### src/rtl/regfile_dump_restore.sv
// regfile_dump_restore
// Client-side sequencer for the register file. In dump mode it walks
// FIRST_REG..LAST_REG through the read port and streams each word out over
// a valid/ready interface. In restore mode it takes a valid/ready stream
// and writes the words into FIRST_REG..LAST_REG in order.
// The core is expected to stay stalled while busy is high.
module regfile_dump_restore #(
  parameter int DATA_WIDTH = 32,
  parameter int ADDR_WIDTH = 5,
  parameter int FIRST_REG  = 1,
  parameter int LAST_REG   = 31
) (
  input  logic                  clk,
  input  logic                  reset,
  input  logic                  start_dump,
  input  logic                  start_restore,
  input  logic                  abort,
  output logic                  busy,
  output logic                  done,
  output logic [ADDR_WIDTH-1:0] rf_read_addr,
  input  logic [DATA_WIDTH-1:0] rf_read_data,
  output logic                  rf_write_en,
  output logic [ADDR_WIDTH-1:0] rf_write_dest,
  output logic [DATA_WIDTH-1:0] rf_write_data,
  output logic                  out_valid,
  input  logic                  out_ready,
  output logic [DATA_WIDTH-1:0] out_data,
  output logic [ADDR_WIDTH-1:0] out_index,
  input  logic                  in_valid,
  output logic                  in_ready,
  input  logic [DATA_WIDTH-1:0] in_data
);

  localparam logic [ADDR_WIDTH-1:0] FIRST_IDX = ADDR_WIDTH'(FIRST_REG);
  localparam logic [ADDR_WIDTH-1:0] LAST_IDX  = ADDR_WIDTH'(LAST_REG);
  localparam logic [ADDR_WIDTH-1:0] IDX_ONE   = ADDR_WIDTH'(1);

  typedef enum logic [1:0] {
    ST_IDLE,
    ST_DUMP,
    ST_RESTORE,
    ST_DONE
  } state_t;

  state_t                state_reg;
  logic [ADDR_WIDTH-1:0] idx_reg;
  logic                  busy_reg;
  logic                  done_reg;

  logic dump_active;
  logic restore_active;
  logic dump_xfer;
  logic restore_xfer;
  logic at_last;

  // Stream and write-port qualifiers. Abort and reset cut both ports off in
  // the same cycle so that neither a beat nor a register write can slip
  // through while the operation is being torn down.
  always_comb begin
    dump_active    = (state_reg == ST_DUMP) && !abort && !reset;
    restore_active = (state_reg == ST_RESTORE) && !abort && !reset;
    dump_xfer      = dump_active && out_ready;
    restore_xfer   = restore_active && in_valid;
    at_last        = (idx_reg == LAST_IDX);
  end

  // Datapath: the index drives both ports; data passes straight through so a
  // word can move every cycle. With out_ready low idx holds, so out_data and
  // out_index stay stable as long as the register file is left untouched.
  assign rf_read_addr  = idx_reg;
  assign out_data      = rf_read_data;
  assign out_index     = idx_reg;
  assign out_valid     = dump_active;
  assign in_ready      = restore_active;
  assign rf_write_en   = restore_xfer;
  assign rf_write_dest = idx_reg;
  assign rf_write_data = in_data;
  assign busy          = busy_reg;
  assign done          = done_reg;

  // Sequencer: mode selection, index walk, termination at LAST_REG (before
  // the increment, so idx never wraps), and the one-cycle done pulse.
  always_ff @(posedge clk) begin
    if (reset) begin
      state_reg <= ST_IDLE;
      idx_reg   <= FIRST_IDX;
      busy_reg  <= 1'b0;
      done_reg  <= 1'b0;
    end else begin
      case (state_reg)
        ST_IDLE: begin
          done_reg <= 1'b0;
          if (start_dump) begin
            state_reg <= ST_DUMP;
            busy_reg  <= 1'b1;
            idx_reg   <= FIRST_IDX;
          end else if (start_restore) begin
            state_reg <= ST_RESTORE;
            busy_reg  <= 1'b1;
            idx_reg   <= FIRST_IDX;
          end
        end
        ST_DUMP, ST_RESTORE: begin
          if (abort) begin
            state_reg <= ST_IDLE;
            busy_reg  <= 1'b0;
            idx_reg   <= FIRST_IDX;
          end else if (dump_xfer || restore_xfer) begin
            if (at_last) begin
              state_reg <= ST_DONE;
              busy_reg  <= 1'b0;
              done_reg  <= 1'b1;
            end else begin
              idx_reg <= idx_reg + IDX_ONE;
            end
          end
        end
        ST_DONE: begin
          state_reg <= ST_IDLE;
          done_reg  <= 1'b0;
          idx_reg   <= FIRST_IDX;
        end
        default: begin
          state_reg <= ST_IDLE;
          busy_reg  <= 1'b0;
          done_reg  <= 1'b0;
          idx_reg   <= FIRST_IDX;
        end
      endcase
    end
  end

endmodule

### config.mk
export PLATFORM = sky130hd
export DESIGN_NAME = regfile_dump_restore
export DESIGN_NICKNAME = d
export VERILOG_FILES = /design/src/rtl/regfile_dump_restore.sv
export SDC_FILE = /design/constraint.sdc
export NUM_CORES = 1
export LEC_CHECK = 0
export ABC_AREA = 1
export CORE_AREA = 8 8 82 84
export DETAILED_ROUTE_END_ITERATION = 6
export DIE_AREA = 0 0 90 92
export PLACE_DENSITY = 0.75
export SLEW_MARGIN = 20
export SYNTH_ARGS = -nofsm -noshare
export SYNTH_HDL_FRONTEND = slang
export SYNTH_SLANG_ARGS = --single-unit
export TNS_END_PERCENT = 20
### constraint.sdc
create_clock -name clk -period 1.5 [get_ports clk]
set_input_delay 0.225 -clock clk [delete_from_list [all_inputs] [get_ports clk]]
set_output_delay 0.225 -clock clk [all_outputs]
set_load 0.02 [all_outputs]
==> metrics.txt <==
# TYPE chip_impl_metric gauge
chip_impl_metric{name="postSynthAreaPerCell",unit="sq um"} 7.01
chip_impl_metric{name="numCtsBuffers",unit=""} 3
chip_impl_metric{name="dp_hpwl",unit="um"} 2030
chip_impl_metric{name="leakagePower",unit="uW"} 0.000617
chip_impl_metric{name="achievable-frequency",unit="GHz"} 0.681
chip_impl_info{name="busiest_layer_in_global_routing",value="met2"} 1
chip_impl_metric{name="track_usage",unit=""} 0.0606
chip_impl_metric{name="top_level_pins",unit=""} 155
chip_impl_metric{name="setup_ws",unit="ps"} 30.6
chip_impl_metric{name="min_period_over_period",unit=""} 0.980
chip_impl_metric{name="post_synth_inst_count",unit=""} 172
chip_impl_metric{name="maximum_fanout_count_along_the_critical_path",unit=""} 4
chip_impl_metric{name="total_die_area",unit="sq mm"} 0.00828
chip_impl_metric{name="antenna_found_initial",unit=""} 0
chip_impl_metric{name="cts.sinks",unit=""} 9
chip_impl_metric{name="preCtsSetupSlack",unit="ps"} -336
chip_impl_metric{name="final-setup-viol-count",unit=""} 0
chip_impl_metric{name="ys_seq_area_frac",unit=""} 0.150
chip_impl_info{name="leading_register_cell_type_out_of_synthesis",value="sky130_fd_sc_hd__dfxtp_1"} 1
chip_impl_metric{name="cts-root-to-sink-buffers",unit=""} 2
chip_impl_metric{name="asyncSetResetFlopFracSynth",unit=""} 0
chip_impl_info{name="min-delay-path-class",value="in -> out"} 1
chip_impl_metric{name="synth.net_count",unit=""} 248
chip_impl_metric{name="timing.reg2reg.setup_slack",unit="ps"} 50
chip_impl_info{name="regToRegStartpoint",value="state_reg[0]"} 1
chip_impl_metric{name="stdcell_area",unit="sq mm"} 0.00120
chip_impl_metric{name="syn_area",unit="sq mm"} 0.00120
chip_impl_info{name="run_status",value="completed"} 1
chip_impl_info{name="synth_common_cells",value="74 x sky130_fd_sc_hd__buf_4, 25 x sky130_fd_sc_hd__nand2_1, 17 x sky130_fd_sc_hd__nor2_1"} 1
chip_impl_metric{name="grt.overflow.total",unit=""} 0
chip_impl_metric{name="arrival",unit="ps"} 1240
chip_impl_metric{name="avgViaCountPerCell",unit=""} 3.89
chip_impl_metric{name="cp_data_required_time",unit="ps"} 1270
chip_impl_metric{name="rows",unit=""} 27
chip_impl_metric{name="peakVddDrop",unit="mV"} 0.444
chip_impl_metric{name="timing.slew.headroom",unit=""} 0.814
chip_impl_metric{name="yosys_warnings",unit=""} 0
chip_impl_metric{name="synth_top_area_frac",unit=""} 0.461
chip_impl_metric{name="pwr-share-clk",unit=""} 0.138
chip_impl_metric{name="combinationalPowerShare",unit=""} 0.668
chip_impl_metric{name="fin_crit",unit="ps"} 1470
chip_impl_metric{name="worst_hold_slack",unit="ps"} 450
chip_impl_metric{name="finClkSkew",unit="ps"} 2.01
chip_impl_metric{name="cap_viol_max_count",unit=""} 0
chip_impl_metric{name="switching_share",unit=""} 0.464
chip_impl_metric{name="largest_register_ffs",unit=""} 5
chip_impl_metric{name="grt_first_pass_wirelength",unit="um"} 4050
chip_impl_metric{name="dr.pass1.iters",unit=""} 4
chip_impl_info{name="worstHoldEndpoint",value="out_data[19]"} 1
chip_impl_info{name="rsz_0062_raised_after_global_routing",value="true"} 1
chip_impl_metric{name="grt_util_met2",unit=""} 0.0920
chip_impl_metric{name="synthDistinctLibCells",unit=""} 19
chip_impl_metric{name="layout.nets",unit=""} 220
chip_impl_metric{name="worstRegToRegCells",unit=""} 11
chip_impl_info{name="timing.rr.end",value="out_index[0]"} 1
chip_impl_metric{name="gp_congestion",unit=""} 0.809
chip_impl_metric{name="report.power.total",unit="uW"} 2140
chip_impl_info{name="cp-start-kind",value="primary input"} 1
chip_impl_metric{name="power_frac_seq",unit=""} 0.194
chip_impl_info{name="synth_top_cells_by_area",value="sky130_fd_sc_hd__buf_4 46%, sky130_fd_sc_hd__dfxtp_1 15%, sky130_fd_sc_hd__nand2_1 7.8%, sky130_fd_sc_hd__nor2_1 5.3%, sky130_fd_sc_hd__ha_1 5.2%"} 1
chip_impl_metric{name="transition_time_of_the_tightest_slew_check_pin",unit="ps"} 279
chip_impl_metric{name="intPower",unit="uW"} 1150
chip_impl_metric{name="power.density",unit="mW/mm^2"} 1790
chip_impl_info{name="tritoncts_clock_tree",value="yes"} 1
chip_impl_metric{name="worst_skew_pair.late_latency",unit="ps"} 240
chip_impl_metric{name="met3_usage",unit=""} 0.0334
chip_impl_info{name="clock-root-buffer",value="sky130_fd_sc_hd__clkbuf_8"} 1
chip_impl_metric{name="detail-route-antenna-nets",unit=""} 0
chip_impl_metric{name="initial_core_utilization",unit=""} 0.223
chip_impl_metric{name="htreeDepth",unit=""} 1
chip_impl_metric{name="antenna-diode-count",unit=""} 0
chip_impl_metric{name="die_w",unit="um"} 90
chip_impl_metric{name="via_count_of_the_first_global_routing_pass",unit=""} 829
chip_impl_metric{name="switching_power",unit="uW"} 994
chip_impl_metric{name="drtIter0Drc",unit=""} 39
chip_impl_metric{name="synth-edff-count",unit=""} 0
chip_impl_metric{name="drt-wirelength-per-cell",unit="um"} 12.4
chip_impl_info{name="post-synth-top-count-cell",value="sky130_fd_sc_hd__buf_4"} 1
chip_impl_info{name="synth_area_leader_cell",value="sky130_fd_sc_hd__buf_4"} 1
chip_impl_metric{name="drt_drc_violations_left",unit=""} 0
chip_impl_metric{name="holdPathStages",unit=""} 0
chip_impl_metric{name="totalNegativeSetupSlack",unit="ps"} 0
chip_impl_metric{name="post-cts-setup-buffers",unit=""} 0
chip_impl_metric{name="area_added_between_synthesis_and_finish",unit="%"} -0.727
chip_impl_metric{name="largest_net_degree_at_the_start_of_global_routing",unit=""} 9
chip_impl_metric{name="route.final.wire_length",unit="um"} 2660
chip_impl_metric{name="gr-usage-met1",unit=""} 0.0521
chip_impl_metric{name="die_h",unit="um"} 92
chip_impl_metric{name="port_buffers",unit=""} 26
chip_impl_metric{name="hold_viol_final",unit=""} 0
chip_impl_metric{name="cts_hold_buffers",unit=""} 0
chip_impl_metric{name="routed-via-count",unit=""} 836
chip_impl_metric{name="proportion_of_layout_cells_with_a_drive_suffix_above_1",unit=""} 0.343
chip_impl_info{name="critPathCaptureType",value="output pin"} 1
chip_impl_info{name="worst-setup-path-type",value="in -> out"} 1
chip_impl_metric{name="core-area",unit="sq mm"} 0.00541
chip_impl_info{name="worst_min_delay_path_startpoint",value="rf_read_data[19]"} 1
chip_impl_metric{name="synth.ff_latch_count",unit=""} 9
chip_impl_metric{name="postPlaceCellArea",unit="sq mm"} 0.00111
chip_impl_metric{name="report.final.slew_viol_count",unit=""} 0
==> placed cells by master (no fill, tap or decap), drive strengths merged <==
| cell | count |
|---|---|
| clkdlybuf4s15 | 1 |
| inv | 16 |
| nor2 | 19 |
| clkdlybuf4s50 | 6 |
| a31oi | 1 |
| nand4 | 1 |
| ha | 5 |
| dlymetal6s2s | 3 |
| nand3 | 14 |
| dfxtp | 9 |
| dlygate4sd2 | 14 |
| buf | 16 |
| o21ai | 2 |
| clkbuf | 4 |
| a21oi | 1 |
| nand3b | 2 |
| nand2 | 29 |
==> metal layers <==
| layer | vias up | wire [um] |
|---|---|---|
| met4 | 0 | 224 |
| met5 | - | 0 |
| met1 | 359 | 917 |
| met3 | 27 | 340 |
| met2 | 51 | 1180 |
| li1 | 399 | - |
==> repair_timing <==
| item | 4_1_cts | 5_1_grt |
|---|---|---|
| pin swaps | 2 | 6 |
| endpoints found under the setup margin | 24 | 14 |
| gates cloned | 1 | 0 |
| hold endpoints to repair | 0 | 0 |
| resized for setup | 28 | 16 |
==> logic make-up (layout without fill, tap and decap cells) <==
logic type | Yosys count | count (layout) | synth area share
AO/OA/AOI/OAI | 4 | 4 | 0.0208
flip-flops | 9 | 9 | 0.150
buffers and inverters | 90 | 60 | 0.513
adder cells (fa/ha/maj) | 5 | 5 | 0.0519
AND/OR/NAND/NOR | 64 | 65 | 0.265
==> critical path, stage by stage <==
cell	delay, ps
sky130_fd_sc_hd__clkdlybuf4s50_1	500
sky130_fd_sc_hd__nor2_4	130
sky130_fd_sc_hd__nand3_2	80
sky130_fd_sc_hd__inv_1	60
sky130_fd_sc_hd__clkdlybuf4s15_2	250
==> power groups by stage <==
stage	Combinational [uW]	Sequential, uW	Clock (uW)
2_1_floorplan	1080	462	0
3_3_place_gp	1390	385	0
3_5_place_dp	1410	390	0
4_1_cts	1400	394	303
5_1_grt	1600	430	317
6_report	1430	415	296
==> worst max-delay path by stage <==
stage / from / endpoint / slack, ps / cells after the start
floorplan: out_index[0] / out_index[1] / 20 / 11
global placement: abort / rf_write_en / -300 / 5
detailed placement: abort / rf_write_en / -340 / 5
CTS: out_index[3] / rf_read_addr[3] / 3 / 1
global route: out_index[0] / out_index[0] / -60 / 11
finish: reset / rf_write_en / 30 / 5
==> stage by stage <==
| step | utilization | std cells |
|---|---|---|
| final | 0.221 | 215 |
| after global routing | 0.221 | 215 |
| after CTS | 0.215 | 215 |
| after detailed placement | 0.205 | 210 |
| after global placement | 0.205 | 210 |
| after floorplan | - | 172 |
==> final cells by class <==
type / count / area (sq um)
timing repair buffer: 40 / 347
sequential: 9 / 188
clock buffer: 4 / 45.0
tap: 72 / 90.1
inverter: 16 / 67.6
fill: 615 / 4210
multi-input combinational: 74 / 459
Note: power is estimated with default switching activity, not from simulation.
